`config.mk`:
```
export PLATFORM = sky130hd
export DESIGN_NAME = program_loader
export DESIGN_NICKNAME = d
export VERILOG_FILES = /design/src/rtl/program_loader.sv
export SDC_FILE = /design/constraint.sdc
export NUM_CORES = 1
export LEC_CHECK = 0
export CORE_MARGIN = 2
export CORE_UTILIZATION = 30
export DETAILED_ROUTE_END_ITERATION = 10
export PLACE_DENSITY_LB_ADDON = 0.12
export SLEW_MARGIN = 20
export SYNTH_ARGS = -nofsm -noshare
export SYNTH_HDL_FRONTEND = slang
export SYNTH_SLANG_ARGS = --single-unit
```
`constraint.sdc`:
```
create_clock -name clk -period 3.6 [get_ports clk]
set_clock_uncertainty 0.05 [all_clocks]
set_input_delay 0.9 -clock clk [delete_from_list [all_inputs] [get_ports clk]]
set_output_delay 0.9 -clock clk [all_outputs]
set_load 0.005 [all_outputs]
```
`src/rtl/program_loader.sv`:
```
// program_loader: frames a UART byte stream into 24-bit words, loads them into
// instruction RAM from address 0, verifies the checksum and holds the CPU meanwhile.
module program_loader #(
  parameter int          ADDR_WIDTH = 8,
  parameter logic [7:0]  SYNC_BYTE  = 8'hA5,
  parameter int          TIMEOUT    = 1000000
) (
  input  logic                  clk,
  input  logic                  rst,
  input  logic [7:0]            rx_data,
  input  logic                  rx_valid,
  output logic                  rx_ready,
  output logic                  mem_we,
  output logic [ADDR_WIDTH-1:0] mem_addr,
  output logic [23:0]           mem_wdata,
  output logic                  cpu_hold,
  output logic                  busy,
  output logic                  done,
  output logic                  error
);
  localparam int TW = $clog2(TIMEOUT + 1);
  typedef enum logic [2:0] {IDLE, COUNT, DATA, WRITE, CHECK} state_t;
  state_t                state_q, state_d;
  logic [ADDR_WIDTH-1:0] addr_q, addr_d, cnt_q, cnt_d;
  logic [1:0]            idx_q, idx_d;
  logic [23:0]           word_q, word_d;
  logic [7:0]            sum_q, sum_d;
  logic [TW-1:0]         tmo_q, tmo_d;
  logic                  hold_q, hold_d, done_q, done_d, err_q, err_d;
  logic                  acc, expired;
  assign rx_ready  = state_q != WRITE;
  assign acc       = rx_valid && rx_ready;
  assign expired   = !acc && (state_q inside {COUNT, DATA, CHECK}) && tmo_q == TW'(TIMEOUT - 1);
  assign mem_we    = state_q == WRITE;
  assign mem_addr  = addr_q;
  assign mem_wdata = word_q;
  assign cpu_hold  = hold_q;
  assign busy      = state_q != IDLE;
  assign done      = done_q;
  assign error     = err_q;
  always_comb begin
    state_d = state_q;
    addr_d  = addr_q;
    cnt_d   = cnt_q;
    idx_d   = idx_q;
    word_d  = word_q;
    sum_d   = sum_q;
    hold_d  = hold_q;
    done_d  = done_q;
    err_d   = err_q;
    tmo_d   = (acc || state_q == IDLE || state_q == WRITE) ? '0 : tmo_q + 1'b1;
    case (state_q)
      IDLE: if (acc && rx_data == SYNC_BYTE) begin
        state_d = COUNT;
        done_d  = 1'b0;
        err_d   = 1'b0;
        hold_d  = 1'b1;
        addr_d  = '0;
        idx_d   = '0;
        sum_d   = '0;
      end
      COUNT: if (acc) begin
        cnt_d   = ADDR_WIDTH'(rx_data);
        sum_d   = rx_data;
        state_d = DATA;
      end
      DATA: if (acc) begin
        word_d  = {word_q[15:0], rx_data};
        sum_d   = sum_q + rx_data;
        idx_d   = idx_q == 2'd2 ? 2'd0 : idx_q + 1'b1;
        state_d = idx_q == 2'd2 ? WRITE : DATA;
      end
      // a count of 0 wraps so that the last word sits at the top address
      WRITE: begin
        addr_d  = addr_q + 1'b1;
        state_d = addr_q == cnt_q - 1'b1 ? CHECK : DATA;
      end
      CHECK: if (acc) begin
        done_d  = rx_data == sum_q;
        err_d   = rx_data != sum_q;
        hold_d  = rx_data != sum_q;
        state_d = IDLE;
      end
      default: state_d = IDLE;
    endcase
    if (expired) begin
      err_d   = 1'b1;
      state_d = IDLE;
    end
  end
  always_ff @(posedge clk or posedge rst) begin
    if (rst) begin
      state_q <= IDLE;
      addr_q  <= '0;
      cnt_q   <= '0;
      idx_q   <= '0;
      word_q  <= '0;
      sum_q   <= '0;
      tmo_q   <= '0;
      hold_q  <= 1'b0;
      done_q  <= 1'b0;
      err_q   <= 1'b0;
    end else begin
      state_q <= state_d;
      addr_q  <= addr_d;
      cnt_q   <= cnt_d;
      idx_q   <= idx_d;
      word_q  <= word_d;
      sum_q   <= sum_d;
      tmo_q   <= tmo_d;
      hold_q  <= hold_d;
      done_q  <= done_d;
      err_q   <= err_d;
    end
  end
endmodule

```
======== After elaboration in Yosys (flattened, before gate mapping) ========
Cells that the tools add are included.
word-level totals
  flip-flop bits (word level) ............. 76
  bits in latches ......................... 0
  RAM bits ................................ 0
  bits in read-only memories .............. 0
  input bits .............................. 11
  output and inout bits ................... 38
  logic and storage cells ................. 83
  memories ................................ 0
operators by class
  add/sub/neg operators ................... 5
  $mul .................................... 0
  divide/modulo/power cells ............... 0
  $lt $le $gt $ge ......................... 0
  equal/unequal tests ..................... 19
  shifts and indexed selects .............. 0
  mux-type cells .......................... 26
  bitwise gates (word level) .............. 0
  reductions and logical operators ........ 23
operators with widths
  operator               number
  $mux 8                 3
  $pmux 8 s3             1
  $add 20x1->20 const B  1
  $eq 20x20->1 const B   1
  $mux 20                1
  $mux 3                 6
  $eq 8x8->1             2
  $pmux 8 s2             1
  $pmux 3 s5             1
  $reduce_bool 3->1      4
  $ne 3x3->1 const B     3
  $reduce_and 3->1       3
  $add 8x1->8 const B    1
  $add 8x8->8            1
  $eq 8x8->1 const B     1
  $ne 8x8->1             1
  $reduce_and 4->1       2
  $sub 8x1->8 const B    1
  $eq 3x2->1 const B     2
  $mux 1                 6
  $mux 2                 3
  $ne 2x2->1 const B     3
  $ne 3x2->1 const B     2
  $pmux 1 s2             3
  12 further kinds       20

======== Longest topological paths before layout ========
  word-level depth ........................ 7
  gate-level depth with buffers ........... 9
  depth with buffers taken out ............ 9

======== Worst setup path after synthesis ========
OpenSTA, ideal clock, no wires.
  path kind ............................... input to register
  from .................................... in rx_data[7]
  to ...................................... reg sum_q[7]
  setup time .............................. 126 ps
  data arrival time ....................... 2267 ps
  data required time ...................... 3424 ps
  setup slack ............................. 1156 ps
  stages .................................. 6
  path buffers ............................ 1
  cells stage by stage .................... buf_2 > nor4bb_1 > nand2_1 > a21oi_1 > nor2b_1 > a311o_1
between the ends
  word-level cells in the longest chain between the ends .. 4
  elaborated cells on any way between the ends .. 8
  classes of those cells .................. 1 x add/sub; 2 x eq/ne; 3 x mux; 2 x reduce/logical
ends and longest elaborated chain
  item                                                 line  source
  start, declared                                      10    input logic [7:0] rx_data,
  branches (longest 4 deep; another with $add 8x8->8)  n/a
  end signal, assigned                                 109   sum_q <= sum_d;
  end, declared                                        27    logic [7:0] sum_q, sum_d;
Several ways; the timed one is not identified. The select of a mux whose other input is x is not followed.
A chain may end at the register's enable or synchronous reset.

======== Worst setup path after layout ========
  from .................................... reg state_q[2]
  to ...................................... out mem_we
between the ends
  word-level cells in the longest chain between the ends .. 1
ends and longest elaborated chain
  item                    line  source
  start, declared         23    state_t state_q, state_d;
  start signal, assigned  104   state_q <= state_d;
  $eq 3x2->1              34    assign mem_we = state_q == WRITE;
  end, declared           13    output logic mem_we,
Every way passes these cells.

==> results.json <==
{
  "ys_async_sr_fraction": 1.00,
  "synth_top_area_frac": 0.484,
  "setup.worst_path.start_class": "register",
  "yosys_warnings": 0,
  "drt_first_pass_iters": 4,
  "finalCritPeriodShare": 0.836,
  "cp.arrival_ns": 2.06,
  "yosysTopAreaCell": "dfrtp_1",
  "core_um2": 12700,
  "postSynthCellCount": 384,
  "overflow": 0,
  "worst_pin_slew_ns": 0.662,
  "fillers": 1327,
  "num_rows": 41,
  "avgSynthCellArea_um2": 10.2,
  "cts_made_buffers": 9,
  "clkTransAtPathRegs_ns": 0.06,
  "slew_viol_final": 0,
  "cp_top_family": "buffers and inverters",
  "synth.area.mux_share": 0.0962,
  "synth_edf_count": 0,
  "cp.required_ns": 2.65,
  "synthTopCellsByCount": "dfrtp_1, nor2_1, mux2_2, nand2_1",
  "hold_class": "register to register",
  "post_cts_buffers": 0,
  "dieHeight_um": 118,
  "clock_latency_ns": 0.34,
  "path_buf_inv": 2,
  "dp_hpwl_um": 6510,
  "drv_cap": 0,
  "clkSinkCount": 76,
  "max-vdd-ir-drop_uv": 249,
  "vias": 3005,
  "ys_seq_area_frac": 0.484,
  "die_w_um": 118,
  "grt_pass1_vias": 2937,
  "via_per_inst": 4.89,
  "wl_per_cell_um": 14.9,
  "slowest_stage": "clkdlybuf4s50_1",
  "synthSimpleGateAreaFrac": 0.184,
  "syn-cell-area_um2": 3930,
  "cp_slowest_stage_delay_ns": 0.54,
  "die_area_um2": 14000,
  "maxSlewHeadroom": 0.555,
  "synth_xor_xnor_area_share": 0.0736,
  "area_growth_pct": 26.8,
  "finalSetupViolations": 0,
  "hold_viol": 0,
  "seqCellArea_um2": 1900,
  "num_io_pins": 49,
  "root_buffer": "clkbuf_16",
  "io_buffer_count": 48,
  "fmax_mhz": 332,
  "cellLeakagePower_nw": 2.13,
  "layout.nets": 460,
  "synth_top_family_by_area": "simple AND/OR/NAND/NOR gates",
  "status": "finished clean",
  "cp_cell_sequence": "nand3b_1 > inv_1 > clkdlybuf4s50_1",
  "synth-seq-cells": 76,
  "rsz0062_at_grt": "no",
  "finalCriticalPeriod_ns": 3.01,
  "worst-path-max-fanout": 14,
  "timing.hold.ws_ns": 0.445,
  "drive_gt1_frac": 0.142,
  "cts.repair.resized": 0,
  "cp-end-kind": "output pin",
  "cts_tree": "built",
  "synth_compound_area_frac": 0.0984,
  "num_antenna_cells": 0,
  "timing.setup.tns_ns": 0,
  "synth_ff_type": "dfrtp_1",
  "ys_types": 49,
  "multiInputGateArea_um2": 1920,
  "antenna_found_initial": 0,
  "place.gp.congestion": 0.802,
  "grt_pass1_wl_um": 15800,
  "final_core_util": 0.392,
  "cts_hold_buf": 0,
  "routed_wl_um": 9170,
  "drt_iter0_markers": 132,
  "p_per_area_nw_per_um2": 642,
  "yosysMostFrequentCell": "dfrtp_1",
  "synth_adder_area_share": 0.0369,
  "start_util": 0.309,
  "grt_usage": 0.140,
  "worstSetupPathType": "register to output pin",
  "ant_nets": 0,
  "syn_nets": 406,
  "cts_buffer_depth": 2,
  "htreeDepth": 3,
  "grt_max_degree": 58,
  "synth_area_leaders": "dfrtp_1, mux2_2, nor2_1, xor2_1, xnor2_1",
  "drc": 0
}
[worst reg2reg max path, delay by kind of cell (launching register included)]
family | cells | cell delay, ns
adders and majority gates | 1 | 0.18
buffers and inverters | 1 | 0.10
AOI/OAI and AO/OA | 1 | 0.11
and+or+nand+nor | 3 | 1.06
muxes | 2 | 0.29
DFF | 1 | 0.42
[cell families after synthesis]
| group | Yosys count |
|---|---|
| compound gates | 61 |
| xor+xnor | 33 |
| fa+ha+maj | 11 |
| buf+inv | 27 |
| flops | 76 |
| mux | 34 |
| simple gates | 142 |
[metal layers]
| layer | vias up | wire length (um) | part of all wire | GRT usage |
|---|---|---|---|---|
| met1 | 1468 | 4490 | 0.49 | 0.197 |
| met3 | 9 | 438 | 0.048 | 0.0319 |
| met2 | 63 | 4130 | 0.45 | 0.207 |
| met5 | - | 0 | 0 | 0 |
| li1 | 1465 | - | - | - |
| met4 | 0 | 112 | 0.012 | 0.0580 |
[worst paths after layout]
path | startpoint | end | slack (ns) | cells after the start
setup / recovery | state_q[2] | mem_we | 0.59 | 3
hold / removal | idx_q[0] | idx_q[0] | 0.44 | 1
setup reg to reg | cnt_q[0] | state_q[1] | 1.29 | 8
hold reg to reg | idx_q[0] | idx_q[0] | 0.44 | 1
max in group asynchronous | rst | mem_addr[7] | 2.00 | 3
min in group asynchronous | rst | mem_wdata[19] | 0.83 | 2
[area by class of cell]
type,count,area share
clock buffers,9,0.0452
clock inverters,7,0.0208
inverters,12,0.00904
multi-input cells,281,0.386
flip-flops and latches,76,0.382
well taps,172,0.0432
repair buffers,58,0.114
[through the flow]
stage / instance area (um^2) / setup WS, ns / std cells / power (W)
finish: 4980 / 0.589 / 615 / 0.00320
global route: 4980 / 0.446 / 615 / 0.00340
CTS: 4980 / 0.585 / 615 / 0.00325
detailed placement: 4650 / 0.388 / 599 / 0.00220
global placement: 4650 / 0.455 / 599 / 0.00219
floorplan: 3930 / 0.712 / 384 / 0.00177
[cell usage in the layout, fill, tap and decap left out, types with 7 or more instances in the layout]
| master | count |
|---|---|
| xnor2_1 | 16 |
| nor2b_1 | 7 |
| nand4_1 | 9 |
| nor2_1 | 42 |
| xor2_1 | 17 |
| dfrtp_1 | 76 |
| clkdlybuf4s50_1 | 48 |
| o21ai_0 | 17 |
| clkbuf_16 | 9 |
| mux2_2 | 30 |
| ha_1 | 10 |
| nand3_1 | 12 |
| buf_4 | 9 |
| inv_1 | 11 |
| a22oi_1 | 7 |
| a21oi_1 | 16 |
| nand2_1 | 30 |
[report_power, final]
part	switching [W]	internal [W]	leakage, nW
Sequential	0.000170	0.00105	0.976
Clock	0.000397	0.000620	0.162
Combinational	0.000408	0.000553	0.994
Total	0.000976	0.00222	2.13
[state kept, by name (all words and copies together) (netlist names)]
signal     flops
mem_wdata     24
tmo_q         20
cnt_q          8
mem_addr       8
sum_q          8
state_q        3
idx_q          2
cpu_hold       1
done           1
error          1
Power figures use the tool's default switching activity.
